## src/rtl/booth_sequencer_if.sv

```systemverilog
// Bus between the Booth sequencer and its user, including the shared-adder
// return path. The DUT side is the slave modport.
interface booth_sequencer_if;
  // Handshake: Start is sampled on a rising edge and accepted only while Busy
  // is low; an accepted multiply keeps Busy high for 8 cycles, then Done pulses
  // for one cycle with Product/ErrRange valid (held until the next accept).
  logic        Start;
  logic [7:0]  Multiplicand;
  logic [7:0]  Multiplier;
  logic [16:0] AdderBoothResult;
  logic        AdderResultMsb;
  logic        SelOperand;
  logic        Operation;
  logic [16:0] BoothOperand;
  logic [16:0] BoothP;
  logic        Busy;
  logic        Done;
  logic        ErrRange;
  logic [15:0] Product;
  logic [1:0]  DbgState;

  modport slave (
    input  Start, Multiplicand, Multiplier, AdderBoothResult, AdderResultMsb,
    output SelOperand, Operation, BoothOperand, BoothP, Busy, Done, ErrRange,
           Product, DbgState
  );

  modport master (
    output Start, Multiplicand, Multiplier, AdderBoothResult, AdderResultMsb,
    input  SelOperand, Operation, BoothOperand, BoothP, Busy, Done, ErrRange,
           Product, DbgState
  );
endinterface

```

## src/rtl/booth_sequencer.sv

```systemverilog
// Radix-2 Booth sequencer for 8x8 signed multiplies; the add/shift itself is
// done by an external shared adder driven through SelOperand/Operation.
module booth_sequencer (
  input  logic                Clk,
  input  logic                Rst,
  booth_sequencer_if.slave    bus
);

  typedef enum logic [1:0] {
    IDLE = 2'd0,
    RUN  = 2'd1,
    DONE = 2'd2
  } state_t;

  state_t      state;
  state_t      stateNext;
  logic [16:0] pReg;
  logic [7:0]  mReg;
  logic [2:0]  count;
  logic [15:0] productReg;
  logic        errReg;

  logic        accept;
  logic        rangeErr;
  logic [7:0]  mNeg;
  logic        operation;
  logic [16:0] boothOperand;
  logic        signBit;
  logic [16:0] pNext;
  logic        unusedAdderBit;

  assign accept         = bus.Start && (state != RUN);
  assign rangeErr       = (bus.Multiplicand == 8'h80);
  assign mNeg           = ~mReg + 8'd1;
  assign unusedAdderBit = bus.AdderBoothResult[16];

  // Sign comes from the adder only when it actually added something.
  assign signBit = operation ? bus.AdderResultMsb : pReg[16];
  assign pNext   = {signBit, bus.AdderBoothResult[15:0]};

  always_ff @(posedge Clk or posedge Rst) begin
    if (Rst) begin
      state <= IDLE;
    end else begin
      state <= stateNext;
    end
  end

  always_comb begin
    stateNext    = state;
    operation    = 1'b0;
    boothOperand = 17'd0;
    case (state)
      IDLE, DONE: begin
        if (bus.Start) begin
          stateNext = rangeErr ? DONE : RUN;
        end else begin
          stateNext = IDLE;
        end
      end
      RUN: begin
        case (pReg[1:0])
          2'b01: begin
            operation    = 1'b1;
            boothOperand = {mReg, 9'd0};
          end
          2'b10: begin
            operation    = 1'b1;
            boothOperand = {mNeg, 9'd0};
          end
          default: begin
            operation    = 1'b0;
            boothOperand = 17'd0;
          end
        endcase
        if (count == 3'd7) begin
          stateNext = DONE;
        end
      end
      default: stateNext = IDLE;
    endcase
  end

  always_ff @(posedge Clk or posedge Rst) begin
    if (Rst) begin
      pReg       <= 17'd0;
      mReg       <= 8'd0;
      count      <= 3'd0;
      productReg <= 16'd0;
      errReg     <= 1'b0;
    end else if (accept) begin
      pReg   <= {8'h00, bus.Multiplier, 1'b0};
      mReg   <= bus.Multiplicand;
      count  <= 3'd0;
      errReg <= rangeErr;
      if (rangeErr) begin
        productReg <= 16'd0;
      end
    end else if (state == RUN) begin
      pReg  <= pNext;
      count <= count + 3'd1;
      if (count == 3'd7) begin
        productReg <= pNext[16:1];
      end
    end
  end

  assign bus.SelOperand   = (state == RUN);
  assign bus.Operation    = operation;
  assign bus.BoothOperand = boothOperand;
  assign bus.BoothP       = pReg;
  assign bus.Busy         = (state == RUN);
  assign bus.Done         = (state == DONE);
  assign bus.ErrRange     = errReg;
  assign bus.Product      = productReg;
  assign bus.DbgState     = state;

endmodule

```

## src/flat_wrapper.sv

```systemverilog
// flat-port wrapper written by rule: the top's interface ports become plain ports
module booth_sequencer_flat 
  (Clk, Rst, bus_Start, bus_Multiplicand, bus_Multiplier, bus_AdderBoothResult, bus_AdderResultMsb, bus_SelOperand, bus_Operation, bus_BoothOperand, bus_BoothP, bus_Busy, bus_Done, bus_ErrRange, bus_Product, bus_DbgState);
  booth_sequencer_if bus_i ();
  input  logic Clk;
  input  logic Rst;
  input wire logic [$bits(bus_i.Start)-1:0] bus_Start;
  input wire logic [$bits(bus_i.Multiplicand)-1:0] bus_Multiplicand;
  input wire logic [$bits(bus_i.Multiplier)-1:0] bus_Multiplier;
  input wire logic [$bits(bus_i.AdderBoothResult)-1:0] bus_AdderBoothResult;
  input wire logic [$bits(bus_i.AdderResultMsb)-1:0] bus_AdderResultMsb;
  output wire logic [$bits(bus_i.SelOperand)-1:0] bus_SelOperand;
  output wire logic [$bits(bus_i.Operation)-1:0] bus_Operation;
  output wire logic [$bits(bus_i.BoothOperand)-1:0] bus_BoothOperand;
  output wire logic [$bits(bus_i.BoothP)-1:0] bus_BoothP;
  output wire logic [$bits(bus_i.Busy)-1:0] bus_Busy;
  output wire logic [$bits(bus_i.Done)-1:0] bus_Done;
  output wire logic [$bits(bus_i.ErrRange)-1:0] bus_ErrRange;
  output wire logic [$bits(bus_i.Product)-1:0] bus_Product;
  output wire logic [$bits(bus_i.DbgState)-1:0] bus_DbgState;
  assign bus_i.Start = bus_Start;
  assign bus_i.Multiplicand = bus_Multiplicand;
  assign bus_i.Multiplier = bus_Multiplier;
  assign bus_i.AdderBoothResult = bus_AdderBoothResult;
  assign bus_i.AdderResultMsb = bus_AdderResultMsb;
  assign bus_SelOperand = bus_i.SelOperand;
  assign bus_Operation = bus_i.Operation;
  assign bus_BoothOperand = bus_i.BoothOperand;
  assign bus_BoothP = bus_i.BoothP;
  assign bus_Busy = bus_i.Busy;
  assign bus_Done = bus_i.Done;
  assign bus_ErrRange = bus_i.ErrRange;
  assign bus_Product = bus_i.Product;
  assign bus_DbgState = bus_i.DbgState;
  booth_sequencer u_core (.Clk(Clk), .Rst(Rst), .bus(bus_i));
endmodule
```

## config.mk

```make
export PLATFORM = sky130hd
export DESIGN_NAME = booth_sequencer_flat
export DESIGN_NICKNAME = d
export VERILOG_FILES = /design/src/rtl/booth_sequencer_if.sv /design/src/rtl/booth_sequencer.sv /design/src/flat_wrapper.sv
export SDC_FILE = /design/constraint.sdc
export NUM_CORES = 1
export LEC_CHECK = 0
export BUFFER_PORTS_ARGS = -buffer_cell sky130_fd_sc_hd__buf_2
export CORE_MARGIN = 2
export CORE_UTILIZATION = 43
export DETAILED_ROUTE_END_ITERATION = 10
export GPL_TIMING_DRIVEN = 0
export PLACE_DENSITY = 0.75
export SYNTH_ARGS = -nofsm -noshare
export SYNTH_HDL_FRONTEND = slang
export SYNTH_SLANG_ARGS = --single-unit
```

## constraint.sdc

```tcl
create_clock -name Clk -period 1.7 [get_ports Clk]
set_clock_uncertainty 0.1 [all_clocks]
set_input_delay 0.425 -clock Clk [delete_from_list [all_inputs] [get_ports Clk]]
set_output_delay 0.425 -clock Clk [all_outputs]
set_load 0.005 [all_outputs]
```

# --- Word-level counts from Yosys, hierarchy flattened ---
# Cells that the tools add are included.
totals:
  ff_bits: 47
  latchBits: 0
  mem_bits_rw: 0
  rom_bits: 0
  in_bits: 37
  mem_count: 0
op_classes:
  add_sub_neg: 2
  mul: 0
  n_div: 0
  n_lt_le_gt_ge: 0
  eq_ne: 9
  shift: 0
  muxes: 17
  bitwise_logic: 1
  n_reduce_logical: 7
ops:
  columns: ["cell", "count"]
  rows:
  - ["$mux 16", 4]
  - ["$mux 17", 3]
  - ["$pmux 17 s2", 1]
  - ["$add 8x1->8 const B", 1]
  - ["$eq 8x8->1 const B", 1]
  - ["$not 8->8", 1]
  - ["$mux 2", 3]
  - ["$mux 3", 2]
  - ["$eq 2x1->1 const B", 2]
  - ["$eq 2x2->1 const B", 2]
  - ["$ne 2x1->1 const B", 2]
  - ["$pmux 2 s2", 1]
  - ["$reduce_bool 2->1", 2]
  - ["$reduce_or 2->1", 2]
  - ["$add 3x1->3 const B", 1]
  - ["$eq 3x3->1 const B", 1]
  - ["$mux 1", 3]
  - ["$reduce_and 3->1", 1]
  - ["$logic_not 2->1", 1]
  - ["$ne 2x2->1 const B", 1]
  - ["$logic_and 1x1->1", 1]

# --- Logic depth before layout (Yosys ltp) ---
# Gate-level depths: netlist (run 1).
depth:
  ltp_word: 8
  mapped_depth: 7

# --- Worst setup path before layout (run 1) ---
# Ideal clock, no wire load.
synth_timing:
  path_kind: "reg-to-output"
  start: "register u_core.state[1] (netlist: u_core.bus.DbgState[1])"
  end: "output bus_BoothOperand[9]"
  arrival_time_ps: 1458
  path_slack_ps: -283
  stages_incl_launch_ff: 8
  path_cell_list: "dfrtp_1 nand2b_1 clkbuf_1 inv_1 buf_2 nand2b_1 clkbuf_1 a211oi_1"
synth_via:
  elab_chain_len: 2
synth_lines:
  columns: ["item", "line_no", "rtl"]
  rows:
  - ["start: declaration", "booth_sequencer.sv:15", "state_t state;"]
  - ["start signal: assignment", "booth_sequencer.sv:45", "state <= stateNext;"]
  - ["$eq 2x1->1", "booth_sequencer.sv:53", "case (state)"]
  - ["$mux 17", "booth_sequencer.sv:53", null]
  - ["end: declaration", "flat_wrapper.sv:14", "output wire logic [$bits(bus_i.BoothOperand)-1:0] bus_BoothOperand;"]
# No other way between the ends.

# --- Final worst setup path (run 1) ---
layout_timing:
  start: "register u_core.pReg[0] (netlist: u_core.bus.BoothP[0])"
  end: "output bus_BoothOperand[12]"
layout_via:
  elab_chain_len: 3
  word_cells_on_any_way: 4
layout_lines:
  columns: ["item", "line_no", "rtl"]
  rows:
  - ["start: declaration", "booth_sequencer.sv:17", "logic [16:0] pReg;"]
  - ["start signal: assignment", "booth_sequencer.sv:92", "pReg <= {8'h00, bus.Multiplier, 1'b0};"]
  - ["start signal: assignment", "booth_sequencer.sv:100", "pReg <= pNext;"]
  - ["$eq 2x2->1 or $eq 2x1->1 (tied branches)", "booth_sequencer.sv:62", "case (pReg[1:0])"]
  - ["$pmux 17 s2 (*)", "booth_sequencer.sv:62", null]
  - ["$mux 17 (*)", "booth_sequencer.sv:53", null]
# Every way passes the cells marked *; elsewhere a longest branch is shown, timed or not.

==> results of run 1 <==
## metal layers
layer  vias to the layer above  part of all wire, %  track usage, %
met5                         -                    0               0
met4                         0                  2.0            8.21
met3                        13                  6.3            4.77
met2                        84                   50            39.1
met1                      1058                   41            27.7
li1                       1055                    -               -
## power groups by stage
stage / Combinational (mW) / Sequential, mW / Clock (mW)
5_1_grt: 3.36 / 2.08 / 0.787
2_1_floorplan: 1.35 / 1.99 / 0
3_3_place_gp: 2.17 / 1.98 / 0
3_5_place_dp: 2.24 / 2.00 / 0
4_1_cts: 2.85 / 2.00 / 0.746
6_report: 3.06 / 2.02 / 0.749
## cell families after synthesis
| kind of cell | count (synthesis) | share of synthesized area, % |
|---|---|---|
| multiplexers | 17 | 7.79 |
| AO/OA/AOI/OAI | 54 | 14.1 |
| buffers and inverters | 35 | 7.73 |
| other | 1 | 0.162 |
| AND/OR/NAND/NOR | 85 | 16.7 |
| flip-flops | 47 | 50.8 |
| adder cells (fa/ha/maj) | 5 | 2.70 |
## sequential cells by signal (all words and copies together) (netlist names)
register,flops
u_core.bus.BoothP,17
u_core.bus.DbgState,2
u_core.bus.ErrRange,1
u_core.bus.Product,16
u_core.count,3
u_core.mReg,8
## worst max-delay path: stages (launching register included)
cell and delay [ns]:
dfrtp_1 0.40, inv_2 0.09, ha_4 0.21, nand2b_4 0.16
buf_8 0.14, a311oi_2 0.23, buf_2 0.15
## cells in the mapped netlist (2+ instances only)
master    instances
a211o_1           2
a211oi_1          3
a21o_1            2
a22oi_1           2
a311oi_1          3
a31oi_1           2
buf_2             2
buf_4            10
clkbuf_1          9
dfrtp_1          47
ha_1              5
inv_1            12
mux2_2            8
mux2i_1           9
nand2_1          62
nand2b_1          3
nand3_1           2
nand4_1           2
nor2_1            6
nor3_1            2
o21ai_0          34
o31ai_1           2
## path summary, 6_finish.rpt
path | from | depth (start not counted) | to | slack (ns)
max in group asynchronous | Rst | 3 | u_core.bus.DbgState[0] | 1.01
hold / removal | Rst | 2 | u_core.bus.BoothP[12] | -0.009
hold reg to reg | u_core.bus.ErrRange | 1 | u_core.bus.ErrRange | 0.39
setup / recovery | u_core.bus.BoothP[0] | 6 | bus_BoothOperand[12] | -0.51
setup reg to reg | u_core.bus.DbgState[1] | 4 | u_core.mReg[3] | 0.05
min in group Clk | bus_AdderBoothResult[8] | 3 | u_core.bus.Product[7] | 0.23
## layout by cell type (no fill, tap or decap), types with 3 or more instances in the layout
cell / Yosys / layout
mux2_2: 8 / 8
buf_6: 1 / 6
dfrtp_1: 47 / 45
a311oi_2: 0 / 3
buf_4: 10 / 33
nor2_1: 6 / 5
a211oi_2: 0 / 3
mux2i_1: 9 / 9
o21ai_0: 34 / 26
buf_2: 2 / 82
conb_1: 1 / 9
ha_4: 0 / 3
clkbuf_8: 0 / 8
nand2_1: 62 / 62
clkbuf_1: 9 / 4
inv_2: 0 / 5
buf_8: 0 / 4
inv_1: 12 / 5
o21ai_1: 0 / 8
## per-stage QoR
step / instances / setup slack [ns] / hold slack [ns] / TNS [ns]
2_1_floorplan: 252 / -0.111 / 0.366 / -1.24
3_3_place_gp: 405 / -0.549 / 0.364 / -34.27
3_5_place_dp: 406 / -0.421 / 0.337 / -9.20
4_1_cts: 435 / -0.481 / 0.00753 / -3.72
5_1_grt: 439 / -0.608 / 0.0138 / -4.56
6_report: 439 / -0.509 / -0.00944 / -3.89
## final cells by class
cell class                 instances  area, µm²
sequential                        47       1180
clock buffer                       8        100
timing repair buffer             113        702
tap                               70       87.6
inverter                          12       52.6
multi-input combinational        170       1120
buffer                            19        161
fill                             423       1730
## what timing repair did
item	CTS	global route
gates resized for setup	38	14
buffers inserted	21	6
endpoints found under the setup margin	34	32
pin swaps	18	9
gates cloned	2	0
==> flow_summary.yaml, run 1 <==
routing:
  wl_per_cell_um: 15.1
  via_count: 2210
  wirelength_um: 6620
  drt_iter0_markers: 128
  drtPass1Iterations: 4
  vias_per_cell: 5.03
  drc_errors: 0
  drt.antenna.violating_nets: 0
die:
  dieArea_mm2: 0.00598
  io_pins: 94
  die_h_um: 77.4
  die_x_um: 77.4
  start_util_pct: 45.0
  core-area_mm2: 0.00514
  num_rows: 26
timing:
  clock.fmax_mhz: 453
  holdWs_ns: -0.00944
  slew_headroom_pct: 51.5
  setup_viol: 10
  setup_slack_ns: -0.509
  period_share_pct: 130
  drv_slew: 0
  worst_pin_slew_ns: 0.727
  hold_viol: 16
  period_minus_slack_ns: 2.21
  rsz0062_at_grt: "true"
placed_design:
  portBuffers: 83
  routabilityCongestion: 0.766
  place_area_mm2: 0.00292
  dp_hpwl_um: 4280
worst_setup_path:
  crit_path_start_kind: "register"
  cp_data_arrival_time_ns: 1.68
  crit_path_end_kind: "primary output"
  required_ns: 1.17
  critPathKind: "register to primary output"
  crit_fanout: 5
clock_network:
  htree_levels: 2
  cts.clk_slew.worst_paths_ns: 0.08
  cts.sinks: 47
  max-clock-path-buffers: 2
  cts_hold_buf: 0
  cts_tree: "yes"
  clkLatencyLatePin_ns: 0.31
  cts_made_buffers: 5
  cts_root_buffer: "clkbuf_8"
finish:
  stdcell_area_mm2: 0.00341
  nNetsFinal: 410
  syn2layout_area_growth_pct: 47.3
  antenna_cells: 0
  finish.utilization_pct: 66.3
  drive_gt1_share_pct: 47.4
logic_synthesis:
  ys_types: 37
  ys_seq_area_share_pct: 50.8
  async_flop_share_pct: 100
  yosysTopAreaCell: "dfrtp_1"
  synth_edf_count: 0
  ys_ff_latch: 47
  synthCells: 244
  yosysTopAreaCellShare_pct: 50.8
  synthTopCellsByArea: "dfrtp_1, nand2_1, o21ai_0"
  ys_warn_count: 0
  synth_flop_cell: "dfrtp_1"
  syn_area_mm2: 0.00231
  syn_avg_cell_area_um2: 9.48
global_route:
  antenna_found_initial: 0
  grt_overflow_total: 0
  grt_pass1_vias: 2171
  grtUsageTotal_pct: 22.6
  grt_pass1_wl_um: 10700
  grt_max_degree: 32
pwr:
  p_comb_share_pct: 52.5
  p_sw_mw: 2.24
  switching_share_pct: 38.4
  seqPwrFrac_pct: 34.7
  power_density_mw_per_mm2: 1710
  pwr-share-clk_pct: 12.9
  leakage_nw: 1.73
  ir_drop_v: 0.000798
  power.total_mw: 5.83
  p_int_mw: 3.59
job:
  max_cap_viol_count: 0
outcome:
  status: "complete, but fails checks"
  violations: "negative hold slack, negative setup slack"
min_path:
  hp-class: "primary input to asynchronous set/reset pin"
No activity file was read; power rests on OpenSTA's default activity.
==> run 2: changes to the inputs <==
--- a/config.mk
+++ b/config.mk
@@ -10,6 +10,8 @@
 export CORE_UTILIZATION = 43
 export DETAILED_ROUTE_END_ITERATION = 10
 export GPL_TIMING_DRIVEN = 0
+export HOLD_SLACK_MARGIN = 0.05
+export MAX_ROUTING_LAYER = met4
 export PLACE_DENSITY = 0.75
 export SYNTH_ARGS = -nofsm -noshare
 export SYNTH_HDL_FRONTEND = slang
==> run 2 against run 1 <==
The flow finishes with violations (negative setup slack); worst hold slack improved by 0.25 ns; core utilization increased by 0.19 points; register-to-register slack lost 0.06 ns; critical path type unchanged; largest cell class unchanged.
==> flow_summary.yaml, run 2 (synthesis gave the netlist of run 1 again) <==
outcome:
  status: "complete, but fails checks"
  violations: "negative setup slack"
clock_network:
  cts_made_buffers: 5
  clkLatencyLatePin_ns: 0.30
  cts.clk_slew.worst_paths_ns: 0.08
  cts_tree: "yes"
  htree_levels: 2
  cts_root_buffer: "clkbuf_8"
  cts.sinks: 47
  max-clock-path-buffers: 2
worst_setup_path:
  cpLargestDelayFamily: "flip-flops"
  regToRegSetupSlack_ns: -0.01
  crit_path_end_kind: "primary output"
  r2r_end: "u_core.bus.Product[6]"
  r2r-start: "u_core.count[0]"
  crit_path_start_kind: "register"
  critPathMaxStageDelay_ns: 0.40
  crit_path_end: "bus_BoothOperand[12]"
  cp_data_arrival_time_ns: 1.68
  reg2regPathDepth: 6
  startpoint: "u_core.bus.BoothP[0]"
  crit_slowest_cell: "dfrtp_1"
  path_cells: "inv_2, ha_4, nand2b_4, buf_8, a311oi_2, buf_2"
  required_ns: 1.17
  worst-path-stages: 6
  path_buf_inv: 3
  crit_fanout: 5
  critPathKind: "register to primary output"
placed_design:
  routabilityCongestion: 0.776
  post-place-ws_ns: -0.421
  dp_hpwl_um: 4280
  place_area_mm2: 0.00292
  dpl.cell_count: 406
  portBuffers: 83
finish:
  antenna_cells: 0
  finish.utilization_pct: 66.5
  final_common_cell: "buf_2"
  drive_gt1_share_pct: 47.3
  stdcell_area_mm2: 0.00342
  fillers: 425
  final_cell_mix: "buf_2, nand2_1, dfrtp_1, buf_4, o21ai_0"
  ff_latch_area_mm2: 0.00118
  multi_input_area_mm2: 0.00112
  syn2layout_area_growth_pct: 47.7
  largest_register_ffs: 17
  nNetsFinal: 411
  layoutNonFillerInstCount: 440
pwr:
  ir_drop_v: 0.000798
  power.total_mw: 5.83
  leakage_nw: 1.73
  power_density_mw_per_mm2: 1710
die:
  die_x_um: 77.4
  die_h_um: 77.4
  io_pins: 94
  dieArea_mm2: 0.00598
  start_util_pct: 45.0
  core-area_mm2: 0.00514
  num_rows: 26
min_path:
  worstHoldStart: "bus_AdderBoothResult[0]"
  hold_depth: 3
  hp-class: "primary input to register"
global_route:
  grt_pass1_wl_um: 10700
  grtUsageTotal_pct: 23.3
  grt_max_degree: 32
  grt_overflow_total: 0
  antenna_found_initial: 0
  grt_pass1_vias: 2169
routing:
  drc_errors: 0
  via_count: 2176
  wirelength_um: 6680
  drt.antenna.violating_nets: 0
  drt_iter0_markers: 120
  vias_per_cell: 4.95
  wl_per_cell_um: 15.2
  drtPass1Iterations: 4
timing:
  hold_viol: 0
  drv_slew: 0
  period_share_pct: 129
  worst_pin_slew_ns: 0.723
  slew_headroom_pct: 51.8
  setup_viol: 11
  setup_slack_ns: -0.500
  rsz0062_at_grt: "true"
  period_minus_slack_ns: 2.20
  clock.fmax_mhz: 455
job:
  max_cap_viol_count: 0
run 2: cell type report:
| type | instances | share of cell area (%) |
|---|---|---|
| Buffer | 19 | 4.72 |
| Clock buffer | 8 | 2.93 |
| Inverter | 12 | 1.54 |
| Multi-Input combinational cell | 170 | 32.9 |
| Sequential cell | 47 | 34.5 |
| Tap cell | 70 | 2.56 |
| Timing Repair Buffer | 114 | 20.8 |
run 2: metal layers:
layer  vias to the layer above  GRT usage, %  part of all wire (%)  wire, µm
met5                         -             -                     0         0
met4                         0          8.21                   2.1       139
met3                        12          4.19                   5.3       353
met2                        75          39.0                    51      3410
met1                      1030          28.5                    42      2770
li1                       1059             -                     -         -
run 2: metrics by stage:
step / TNS (ns) / hold slack, ns
2_1_floorplan: -1.24 / 0.366
3_3_place_gp: -34.27 / 0.364
3_5_place_dp: -9.20 / 0.337
4_1_cts: -3.72 / 0.233
5_1_grt: -4.67 / 0.234
6_report: -3.83 / 0.237
run 2: worst min path at each step:
stage / end
5_1_grt: u_core.bus.BoothP[11]
6_report: u_core.bus.BoothP[0]
4_1_cts: u_core.bus.Product[7]
3_3_place_gp: u_core.bus.ErrRange
2_1_floorplan: u_core.count[0]
3_5_place_dp: u_core.bus.BoothP[12]
run 2: timing repair:
action / in CTS / in global routing
hold buffers: 1 / 0
cloned: 2 / 0
endpoints found under the hold margin: 16 / 0
gates resized for setup: 38 / 14
pin swaps: 18 / 9
buffers inserted: 21 / 6
setup endpoints to repair: 34 / 32
run 2: power by group:
part,switching [mW],internal [mW],leakage [nW]
logic,1.48,1.59,1.12
clock network,0.368,0.372,0.0515
registers,0.391,1.63,0.563
total,2.23,3.59,1.73
run 2: worst register-to-register path: cells and delay by family (launching register included):
kind | cells | cell delay, ns
AND/OR/NAND/NOR | 2 | 0.26
buffers and inverters | 1 | 0.17
adder cells (fa/ha/maj) | 2 | 0.42
flip-flops | 1 | 0.40
AO/OA/AOI/OAI | 1 | 0.25
==> run 3: changes to the inputs <==
--- a/config.mk
+++ b/config.mk
@@ -13,6 +13,7 @@
 export HOLD_SLACK_MARGIN = 0.05
 export MAX_ROUTING_LAYER = met4
 export PLACE_DENSITY = 0.75
+export SKIP_CTS_REPAIR_TIMING = 1
 export SYNTH_ARGS = -nofsm -noshare
 export SYNTH_HDL_FRONTEND = slang
 export SYNTH_SLANG_ARGS = --single-unit
==> run 3 against run 2 <==
The flow still finishes with violations (negative setup slack); power up 4.8%; sequential power hardly changed; fmax is 0.79% lower; combinational power increased by 8.5%; final cell count up 1.6%; clock power up 0.8%; sequential cell count unchanged; setup slack got worse by 0.017 ns; worst hold slack better by 0.0054 ns; sequential share of layout area shrank 1.1 points; via count rose by 4.4%; die area stayed put; critical endpoint unchanged; critical path type unchanged.
==> flow_summary.yaml, run 3 (synthesis gave the netlist of run 1 again) <==
finish:
  syn2layout_area_growth_pct: 52.5
  fillers: 408
  stdcell_area_mm2: 0.00353
  layoutNonFillerInstCount: 447
  final_common_cell: "buf_2"
  drive_gt1_share_pct: 51.2
  final_cell_mix: "buf_2, nand2_1, dfrtp_1, buf_4, o21ai_0"
  antenna_cells: 0
  nNetsFinal: 418
  largest_register_ffs: 17
timing:
  setup_tns_ns: -5.17
  hold_viol: 0
  period_share_pct: 130
  setup_viol: 24
  clock.fmax_mhz: 451
  slew_headroom_pct: 51.2
  period_minus_slack_ns: 2.22
  worst_pin_slew_ns: 0.732
  rsz0062_at_grt: "true"
  setup_slack_ns: -0.517
  drv_slew: 0
worst_setup_path:
  required_ns: 1.17
  startpoint: "u_core.bus.DbgState[1]"
  crit_slowest_cell: "dfrtp_1"
  crit_fanout: 5
  r2r-start: "u_core.bus.DbgState[1]"
  crit_path_end_kind: "primary output"
  critPathKind: "register to primary output"
  crit_path_start_kind: "register"
  cp_data_arrival_time_ns: 1.69
  critPathMaxStageDelay_ns: 0.41
  path_cells: "nand2b_4, buf_6, clkinv_4, buf_8, nand2b_4, buf_8, a311oi_2, buf_2"
die:
  start_util_pct: 45.0
  io_pins: 94
  die_h_um: 77.4
  die_x_um: 77.4
  dieArea_mm2: 0.00598
  core-area_mm2: 0.00514
  num_rows: 26
outcome:
  status: "complete, but fails checks"
  violations: "negative setup slack"
clock_network:
  cts_made_buffers: 5
  htree_levels: 2
  cts_tree: "yes"
  cts_root_buffer: "clkbuf_8"
  max-clock-path-buffers: 2
  clkLatencyLatePin_ns: 0.30
  cts.clk_slew.worst_paths_ns: 0.08
  cts.sinks: 47
global_route:
  grt_max_degree: 32
  grt_pass1_wl_um: 9420
  grt_overflow_total: 0
  antenna_found_initial: 0
  grtUsageTotal_pct: 20.3
  grt_pass1_vias: 1964
routing:
  via_count: 2272
  drt_iter0_markers: 109
  drc_errors: 0
  vias_per_cell: 5.08
  wirelength_um: 6760
  drt.antenna.violating_nets: 0
  wl_per_cell_um: 15.1
  drtPass1Iterations: 4
pwr:
  power_density_mw_per_mm2: 1730
  ir_drop_v: 0.000905
  leakage_nw: 1.79
min_path:
  worstHoldStart: "bus_AdderBoothResult[13]"
  hp-class: "primary input to register"
job:
  max_cap_viol_count: 0
placed_design:
  dp_hpwl_um: 4280
  dpl.cell_count: 406
  portBuffers: 83
  post-place-ws_ns: -0.421
  place_area_mm2: 0.00292
  routabilityCongestion: 0.776
## run 3: changes by cell type in the layout (fill, tap and decap cells not counted), moves of 3 or more
cell | before | now
buf_4 | 33 | 36
buf_6 | 6 | 15
o21ai_0 | 26 | 19
nand2_2 | 0 | 3
buf_2 | 82 | 79
nand2_1 | 62 | 58
o21ai_2 | 0 | 9
## run 3: worst paths after layout
| path | to | slack (ns) | cells past startpoint |
|---|---|---|---|
| min in group asynchronous | u_core.bus.Product[13] | 0.55 | 3 |
| max in group asynchronous | u_core.mReg[1] | 0.45 | 4 |
| worst max register to register | u_core.bus.BoothP[6] | -0.02 | 11 |
| worst max-delay path | bus_BoothOperand[12] | -0.52 | 8 |
| worst min register to register | u_core.bus.ErrRange | 0.39 | 1 |
| worst min-delay path | u_core.bus.Product[12] | 0.24 | 3 |
## run 3: power breakdown
group,internal (mW),switching (mW),leakage [nW]
Combinational,1.80,1.52,1.18
Clock,0.372,0.373,0.0515
Sequential,1.63,0.407,0.562
## run 3: worst max-delay path: cells and delay by family, from the launching register on
family | cells | cell delay [ns]
flip-flops | 1 | 0.41
AO/OA/AOI/OAI | 1 | 0.22
AND/OR/NAND/NOR | 2 | 0.22
buffers and inverters | 5 | 0.54
## run 3: metrics by stage
stage	util (%)	power, mW	hold slack, ns
after floorplan	-	3.34	0.366
after global placement	56.4	4.16	0.364
after detailed placement	56.8	4.24	0.337
after CTS	58.8	4.98	0.00753
after global routing	68.6	6.51	0.239
final	68.6	6.11	0.242
## run 3: layout make-up
type	instances	area, µm²	share of cell area [%]
buffer	22	199	5.64
timing repair buffer	118	754	21.4
sequential	47	1180	33.4
multi-input combinational	170	1160	32.8
tap	70	87.6	2.48
clock buffer	8	100	2.84
inverter	12	50.0	1.42
## run 3: metal layers
layer,share of wire (%),vias to the layer above,track usage (%)
met5,0,-,-
met4,2.0,0,6.25
met3,5.8,14,3.84
met2,52,90,33.2
met1,40,1094,25.6
li1,-,1074,-
